$ cat src/rtl/cdc_2phase_clearable_link_if.sv
// Port bundle for the clearable two-phase link: the source and destination valid/ready
// channels plus the clear request and clear-pending signals of each side.
interface cdc_2phase_clearable_link_if #(
    parameter int DATA_WIDTH = 32
);
    logic                  src_clear_i;
    logic                  src_clear_pending_o;
    logic [DATA_WIDTH-1:0] src_data_i;
    logic                  src_valid_i;
    logic                  src_ready_o;
    logic                  dst_clear_i;
    logic                  dst_clear_pending_o;
    logic [DATA_WIDTH-1:0] dst_data_o;
    logic                  dst_valid_o;
    logic                  dst_ready_i;

    // Driving side (source producer, destination consumer, clear requesters).
    modport master (
        output src_clear_i,
        input  src_clear_pending_o,
        output src_data_i,
        output src_valid_i,
        input  src_ready_o,
        output dst_clear_i,
        input  dst_clear_pending_o,
        input  dst_data_o,
        input  dst_valid_o,
        output dst_ready_i
    );

    // The link itself.
    modport slave (
        input  src_clear_i,
        output src_clear_pending_o,
        input  src_data_i,
        input  src_valid_i,
        output src_ready_o,
        input  dst_clear_i,
        output dst_clear_pending_o,
        output dst_data_o,
        output dst_valid_o,
        input  dst_ready_i
    );
endinterface

$ cat src/rtl/cdc_2phase_clearable_link.sv
// Single-clock model of a clearable toggle req/ack handshake crossing. Req and ack travel
// through SYNC_STAGES-deep flop chains so latency matches the real two-clock crossing.
module cdc_2phase_clearable_link #(
    parameter int DATA_WIDTH  = 32,
    parameter int SYNC_STAGES = 3
) (
    input  logic                        clk_i,
    input  logic                        rst_i,
    cdc_2phase_clearable_link_if.slave  link
);
    localparam logic [0:0] ST_IDLE  = 1'b0;
    localparam logic [0:0] ST_CLEAR = 1'b1;

    localparam int              CNT_W    = $clog2(SYNC_STAGES + 1);
    localparam logic [CNT_W-1:0] CNT_LAST = CNT_W'(SYNC_STAGES);

    logic [0:0]             state_q, state_d;
    logic [CNT_W-1:0]       clr_cnt_q, clr_cnt_d;
    logic                   req_q, req_d;
    logic                   ack_q, ack_d;
    logic [DATA_WIDTH-1:0]  data_q, data_d;
    logic [SYNC_STAGES-1:0] req_sync_q, req_sync_d;
    logic [SYNC_STAGES-1:0] ack_sync_q, ack_sync_d;

    logic pending;
    logic clear_req;
    logic clear_start;
    logic zero_state;
    logic blk;
    logic src_ready;
    logic dst_valid;
    logic src_fire;
    logic dst_fire;

    assign pending     = (state_q == ST_CLEAR);
    assign clear_req   = link.src_clear_i | link.dst_clear_i;
    assign clear_start = ~pending & clear_req;
    // Handshake state is forced to zero on the entry edge and for the whole sequence.
    assign zero_state  = clear_start | pending;
    assign blk         = pending | clear_req;

    assign src_ready = (req_q == ack_sync_q[SYNC_STAGES-1]) & ~blk;
    assign dst_valid = (req_sync_q[SYNC_STAGES-1] != ack_q) & ~blk;
    assign src_fire  = link.src_valid_i & src_ready;
    assign dst_fire  = dst_valid & link.dst_ready_i;

    assign link.src_ready_o         = src_ready;
    assign link.dst_valid_o         = dst_valid;
    assign link.dst_data_o          = data_q;
    assign link.src_clear_pending_o = pending;
    assign link.dst_clear_pending_o = pending;

    // Clear sequencer: SYNC_STAGES+1 cycles in CLEAR, new requests ignored meanwhile.
    always_comb begin
        state_d   = state_q;
        clr_cnt_d = clr_cnt_q;
        case (state_q)
            ST_IDLE: begin
                if (clear_req) begin
                    state_d   = ST_CLEAR;
                    clr_cnt_d = '0;
                end
            end
            ST_CLEAR: begin
                if (clr_cnt_q == CNT_LAST) begin
                    state_d   = ST_IDLE;
                    clr_cnt_d = '0;
                end else begin
                    clr_cnt_d = clr_cnt_q + 1'b1;
                end
            end
            default: begin
                state_d   = ST_IDLE;
                clr_cnt_d = '0;
            end
        endcase
    end

    // Source toggle, holding register and destination toggle.
    always_comb begin
        req_d  = req_q;
        ack_d  = ack_q;
        data_d = data_q;
        if (zero_state) begin
            req_d  = 1'b0;
            ack_d  = 1'b0;
            data_d = '0;
        end else begin
            if (src_fire) begin
                req_d  = ~req_q;
                data_d = link.src_data_i;
            end
            if (dst_fire) begin
                ack_d = ~ack_q;
            end
        end
    end

    genvar gi;
    generate
        for (gi = 0; gi < SYNC_STAGES; gi++) begin : g_sync
            if (gi == 0) begin : g_head
                assign req_sync_d[gi] = zero_state ? 1'b0 : req_q;
                assign ack_sync_d[gi] = zero_state ? 1'b0 : ack_q;
            end else begin : g_tail
                assign req_sync_d[gi] = zero_state ? 1'b0 : req_sync_q[gi-1];
                assign ack_sync_d[gi] = zero_state ? 1'b0 : ack_sync_q[gi-1];
            end
        end
    endgenerate

    always_ff @(posedge clk_i) begin
        if (rst_i) begin
            state_q    <= ST_IDLE;
            clr_cnt_q  <= '0;
            req_q      <= 1'b0;
            ack_q      <= 1'b0;
            data_q     <= '0;
            req_sync_q <= '0;
            ack_sync_q <= '0;
        end else begin
            state_q    <= state_d;
            clr_cnt_q  <= clr_cnt_d;
            req_q      <= req_d;
            ack_q      <= ack_d;
            data_q     <= data_d;
            req_sync_q <= req_sync_d;
            ack_sync_q <= ack_sync_d;
        end
    end
endmodule

$ cat src/flat_wrapper.sv
// flat-port wrapper written by rule: the top's interface ports become plain ports
module cdc_2phase_clearable_link_flat 
#(
    parameter int DATA_WIDTH  = 32,
    parameter int SYNC_STAGES = 3
)
  (clk_i, rst_i, link_src_clear_i, link_src_clear_pending_o, link_src_data_i, link_src_valid_i, link_src_ready_o, link_dst_clear_i, link_dst_clear_pending_o, link_dst_data_o, link_dst_valid_o, link_dst_ready_i);
  cdc_2phase_clearable_link_if #(.DATA_WIDTH(DATA_WIDTH)) link_i ();
  input  logic clk_i;
  input  logic rst_i;
  input wire logic [$bits(link_i.src_clear_i)-1:0] link_src_clear_i;
  output wire logic [$bits(link_i.src_clear_pending_o)-1:0] link_src_clear_pending_o;
  input wire logic [$bits(link_i.src_data_i)-1:0] link_src_data_i;
  input wire logic [$bits(link_i.src_valid_i)-1:0] link_src_valid_i;
  output wire logic [$bits(link_i.src_ready_o)-1:0] link_src_ready_o;
  input wire logic [$bits(link_i.dst_clear_i)-1:0] link_dst_clear_i;
  output wire logic [$bits(link_i.dst_clear_pending_o)-1:0] link_dst_clear_pending_o;
  output wire logic [$bits(link_i.dst_data_o)-1:0] link_dst_data_o;
  output wire logic [$bits(link_i.dst_valid_o)-1:0] link_dst_valid_o;
  input wire logic [$bits(link_i.dst_ready_i)-1:0] link_dst_ready_i;
  assign link_i.src_clear_i = link_src_clear_i;
  assign link_src_clear_pending_o = link_i.src_clear_pending_o;
  assign link_i.src_data_i = link_src_data_i;
  assign link_i.src_valid_i = link_src_valid_i;
  assign link_src_ready_o = link_i.src_ready_o;
  assign link_i.dst_clear_i = link_dst_clear_i;
  assign link_dst_clear_pending_o = link_i.dst_clear_pending_o;
  assign link_dst_data_o = link_i.dst_data_o;
  assign link_dst_valid_o = link_i.dst_valid_o;
  assign link_i.dst_ready_i = link_dst_ready_i;
  cdc_2phase_clearable_link #(.DATA_WIDTH(DATA_WIDTH), .SYNC_STAGES(SYNC_STAGES)) u_core (.clk_i(clk_i), .rst_i(rst_i), .link(link_i));
endmodule
$ cat config.mk
export PLATFORM = sky130hd
export DESIGN_NAME = cdc_2phase_clearable_link_flat
export DESIGN_NICKNAME = d
export VERILOG_FILES = /design/src/rtl/cdc_2phase_clearable_link_if.sv /design/src/rtl/cdc_2phase_clearable_link.sv /design/src/flat_wrapper.sv
export SDC_FILE = /design/constraint.sdc
export NUM_CORES = 1
export LEC_CHECK = 0
export CORE_ASPECT_RATIO = 0.75
export CORE_MARGIN = 3
export CORE_UTILIZATION = 46
export CTS_CLUSTER_DIAMETER = 120
export DETAILED_ROUTE_END_ITERATION = 8
export PLACE_DENSITY = 0.94
export SLEW_MARGIN = 10
export SYNTH_ARGS = -nofsm -noshare
export SYNTH_HDL_FRONTEND = slang
export SYNTH_SLANG_ARGS = --single-unit
$ cat constraint.sdc
create_clock -name clk_i -period 3.5 [get_ports clk_i]
set_input_delay 0.35 -clock clk_i [delete_from_list [all_inputs] [get_ports clk_i]]
set_output_delay 0.35 -clock clk_i [all_outputs]
set_load 0.03 [all_outputs]
# Word level (Yosys, flattened, before mapping)
# Index checks and enable logic that the tools add are counted.
[totals]
output_inout_bits = 36
latch_bits = 0
in_bits = 38
regBits = 43
wordCells = 31
mem_count = 0
ram_bits = 0
rom_bits = 0
[op_classes]
n_div = 0
n_addsub = 1
mul = 0
reduce_logical = 1
shift = 0
bitwise_logic = 12
order_cmp = 0
muxes = 6
n_eq_ne = 4
[op_table]
columns = ["op", "count"]
rows = [
  ["$and A1 B1 Y1", 5],
  ["$mux W2", 2],
  ["$not A1 Y1", 4],
  ["$pmux W2 S2", 1],
  ["$or A1 B1 Y1", 3],
  ["$add A2 B1 Y2 const B", 1],
  ["$eq A2 B2 Y1 const B", 1],
  ["$mux W1", 2],
  ["$ne A2 B1 Y1 const B", 1],
  ["$pmux W1 S2", 1],
  ["$reduce_or A2 Y1", 1],
  ["$eq A1 B1 Y1", 1],
  ["$ne A1 B1 Y1", 1],
]

# Logic depth before layout (Yosys ltp)
[depth]
depth_word = 5
mapped_depth = 4
ltp_nobuf = 4

# Worst setup path before layout
# Ideal clock, no wire load.
[synth_timing]
kind = "reg2out"
from = "reg u_core.state_q, in the netlist u_core.link.dst_clear_pending_o"
to = "out link_dst_valid_o"
stages_incl_launch_ff = 3
path_slack_ns = 2.000
path_buffers = 0
arrival_time_ns = 1.150
t_required_ns = 3.150
path_cell_list = "dfxtp_1 -> nor3_1 -> and2_1"
[synth_between]
elab_chain_len = 3
[synth_lines]
columns = ["item", "line_no", "rtl"]
rows = [
  ["start: declaration", "cdc_2phase_clearable_link.sv:17", "logic [0:0] state_q, state_d;"],
  ["start signal: assignment", "cdc_2phase_clearable_link.sv:122", "state_q <= state_d;"],
  ["$or A1 B1 Y1", "cdc_2phase_clearable_link.sv:40", "assign blk = pending | clear_req;"],
  ["$not A1 Y1", "cdc_2phase_clearable_link.sv:43", "assign dst_valid = (req_sync_q[SYNC_STAGES-1] != ack_q) & ~blk;"],
  ["$and A1 B1 Y1", "cdc_2phase_clearable_link.sv:43", ""],
  ["end: declaration", "flat_wrapper.sv:19", "output wire logic [$bits(link_i.dst_valid_o)-1:0] link_dst_valid_o;"],
]
# Every way passes these cells.

# Worst setup path after layout
[layout_timing]
from = "reg u_core.req_q"
to = "out link_src_ready_o"
[layout_between]
elab_chain_len = 2
[layout_lines]
columns = ["item", "line_no", "rtl"]
rows = [
  ["start: declaration", "cdc_2phase_clearable_link.sv:19", "logic req_q, req_d;"],
  ["start signal: assignment", "cdc_2phase_clearable_link.sv:124", "req_q <= req_d;"],
  ["$eq A1 B1 Y1", "cdc_2phase_clearable_link.sv:42", "assign src_ready = (req_q == ack_sync_q[SYNC_STAGES-1]) & ~blk;"],
  ["$and A1 B1 Y1", "cdc_2phase_clearable_link.sv:42", ""],
  ["end: declaration", "flat_wrapper.sv:15", "output wire logic [$bits(link_i.src_ready_o)-1:0] link_src_ready_o;"],
]
# Every way passes these cells.

==> flow_metrics.py <==
metrics = {
    "global_route": {
        "grtUsageMet3_pct": 6.63,
        "global_route.usage.met1_pct": 23.8,
        "antenna_violations_before_repair": 0,
        "grt_max_degree": 71,
        "grtUsageMet2_pct": 29.1,
        "grt_remaining_overflow": 0,
        "grt_usage_pct": 18.3,
        "first_global_vias": 1505,
        "wire_length_of_the_first_global_routing_pass_um": 6730,
        "grt.busiest_layer": "met2",
    },
    "cts": {
        "cts-resized-gates": 0,
        "cts_made_buffers": 5,
        "max_clock_buf_depth": 2,
        "path_clk_slew_ns": 0.07,
        "cts-hold-fix-buffers": 0,
        "clock_sink_count": 43,
        "ctsRootBufferMaster": "sky130_fd_sc_hd__clkbuf_8",
        "post_cts.repair.setup_buffers": 0,
        "cts_tree": "built",
        "clk-insertion-delay-late_ns": 0.28,
        "htree_num_levels": 2,
    },
    "critical_path": {
        "path_cells": "xnor2_2 -> buf_4 -> and2_1 -> clkdlybuf4s50_1",
        "timing.critical_path.slowest_cell_delay_ns": 0.66,
        "worst_path_arrival_ns": 2.44,
        "cp.required_ns": 3.15,
        "timing.critical_path.max_delay_family": "buffers and inverters",
        "worstSetupStartpointType": "flop",
        "critPathBufInv": 2,
        "critPathKind": "flop to primary output",
        "r2r-start": "u_core.req_q",
        "crit_path_max_delay_cell_type": "sky130_fd_sc_hd__clkdlybuf4s50_1",
        "setup.worst_path.start": "u_core.req_q",
        "critical_path.max_fanout": 18,
        "worstSetupEndpointType": "primary output",
    },
    "synthesis": {
        "syn_avg_cell_area_um2": 9.82,
        "synth.cells.most_frequent": "sky130_fd_sc_hd__dfxtp_1 (43), sky130_fd_sc_hd__nand2_1 (32), sky130_fd_sc_hd__nand4_1 (32), sky130_fd_sc_hd__o21ai_2 (32), sky130_fd_sc_hd__and2_1 (9)",
        "fraction_of_registers_with_async_set_reset_pct": 0,
        "synthMuxAreaShare_pct": 0.557,
        "yosys.area_share.simple_pct": 24.5,
        "synth-xor-area-share_pct": 1.39,
        "synth-compound-area-share_pct": 17.0,
        "largest_family_of_logic_cells_by_synthesized_area": "simple AND/OR/NAND/NOR gates",
        "postSynthRegisterBits": 43,
        "post_synth_fa_ha_maj_area_fraction_pct": 0.696,
        "syn_area_mm2": 0.00180,
        "synth_warnings": 0,
        "synth_edf_count": 0,
        "postSynth.topFlopCell": "sky130_fd_sc_hd__dfxtp_1",
        "yosysMostFrequentCell": "sky130_fd_sc_hd__dfxtp_1",
        "synth.area.top_cells": "sky130_fd_sc_hd__dfxtp_1 (48%), sky130_fd_sc_hd__o21ai_2 (16%), sky130_fd_sc_hd__nand4_1 (11%), sky130_fd_sc_hd__nand2_1 (6.7%), sky130_fd_sc_hd__buf_6 (4.4%)",
        "synth_fp_nets": 222,
        "synth_seq_area_share_pct": 47.9,
        "synthesis.instances": 183,
        "yosys.area.top_type": "sky130_fd_sc_hd__dfxtp_1",
        "ys_types": 21,
        "area_share_of_the_leading_cell_type_in_the_synthesized_netlist_pct": 47.9,
    },
    "floorplanning": {
        "ioPinCount": 74,
        "num_rows": 19,
        "core-area_mm2": 0.00371,
        "initial_util_pct": 48.4,
        "floorplan_die_width_um": 78.2,
        "die_height_um": 60.1,
        "floorplan.die_area_mm2": 0.00470,
    },
    "timing": {
        "hold_viol_final": 0,
        "finClkSkew_ns": 0.00664,
        "finalSetupViolations": 0,
        "fmaxAchievable_mhz": 359,
        "setup_slack_ns": 0.712,
        "slew_headroom_pct": 47.4,
        "unrepaired_setup_endpoints_after_global_routing": "false",
        "tightest_slew_ns": 0.786,
        "hold-worst-slack_ns": 0.432,
        "ratio_of_final_minimum_period_to_clock_period_pct": 79.7,
        "time_the_worst_path_needs_with_i_o_delays_and_setup_ns": 2.79,
        "tns_ns": 0,
        "drv_slew": 0,
    },
    "detailed_routing": {
        "drt_pass1_iterations": 4,
        "ant_nets": 0,
        "wl_per_instance_um": 13.8,
        "drt_wirelength_um": 4160,
        "first_iter_violations": 76,
        "dr_total_vias": 1549,
        "avgViaCountPerCell": 5.13,
        "detail_route.drc_violations": 0,
    },
    "placed_design": {
        "dp_cells": 295,
        "place.gp.congestion": 0.678,
        "post-place-ws_ns": 1.02,
        "post-dp-hpwl_um": 2920,
        "place.port_buffers": 73,
    },
    "status": {
        "run_status": "completed",
    },
    "power": {
        "vdd_drop_max_uv": 288,
        "power.static_leakage_uw": 0.000890,
        "power_density_normalized_to_cell_area_mw_per_mm2": 358,
    },
    "final_layout": {
        "nets": 289,
        "synthToLayoutAreaGrowth_pct": 43.4,
        "post_route_cells_drive_above_1_share_pct": 18.8,
        "diodes": 0,
        "layout.filler_cells": 296,
        "layout.cells.non_filler": 302,
    },
    "min_path": {
        "min_delay_worst_type": "flop to flop",
        "worstHoldStart": "u_core.ack_sync_q[1]",
    },
    "job": {
        "max_cap_viol_count": 0,
    },
}
-- placed cells by master (no fill, tap or decap), drive strengths merged --
master and n:
ha 1, and2 9, nor3 1, nand2b 1, a211oi 2, nor4 1, nor3b 1, buf 5
nor4b 1, nand4 32, nand2 32, dfxtp 43, mux2i 1, xor2 1, a21oi 2, xnor2 1
clkinv 1, o21ai 32, clkbuf 6, clkdlybuf4s50 73, nor2 4
-- per-layer routing --
metal,vias up,routed length [um]
met5,-,0
met4,0,33
met3,5,292
met2,50,1890
met1,707,1940
li1,787,-
-- cell families after synthesis --
| logic type | count (synthesis) |
|---|---|
| adder cells (fa/ha/maj) | 1 |
| XOR/XNOR | 2 |
| multiplexers | 1 |
| AO/OA/AOI/OAI | 36 |
| AND/OR/NAND/NOR | 82 |
| flip-flops | 43 |
| buffers and inverters | 18 |
-- through the flow --
step	power [uW]	util, %	instance area, um^2
after floorplan	569	-	1800
after global placement	627	67.1	2490
after detailed placement	628	67.1	2490
after CTS	932	69.5	2580
after global routing	962	69.5	2580
final	923	69.5	2580
-- area by class of cell --
type / instances / area [um^2] / area share (%)
clock buffer: 6 / 82.6 / 3.21
clock inverter: 1 / 5.00 / 0.194
multi-input combinational: 122 / 795 / 30.8
sequential: 43 / 861 / 33.4
tap: 52 / 65.1 / 2.53
timing repair buffer: 78 / 768 / 29.8
-- path summary, 6_finish.rpt --
kind	endpoint	slack, ns	cells past startpoint
hold reg to reg	u_core.ack_sync_q[2]	0.43	1
setup reg to reg	u_core.link.dst_data_o[9]	1.04	5
hold / removal	u_core.ack_sync_q[2]	0.43	1
setup / recovery	link_src_ready_o	0.71	4
-- flip-flops by register name, indices dropped and copies added, names as in the netlist --
register,cells
u_core.link.dst_data_o,32
u_core.ack_sync_q,3
u_core.req_q,1
u_core.ack_q,1
u_core.clr_cnt_q,2
u_core.req_sync_q,3
u_core.link.dst_clear_pending_o,1
-- power by group --
| part | internal [uW] | leakage, uW | total [uW] | switching [uW] |
|---|---|---|---|---|
| logic | 58.8 | 0.000495 | 116 | 56.9 |
| registers | 496 | 0.000348 | 501 | 5.54 |
| clock network | 155 | 0.0000470 | 306 | 151 |
Note: power is estimated with default switching activity, not from simulation.
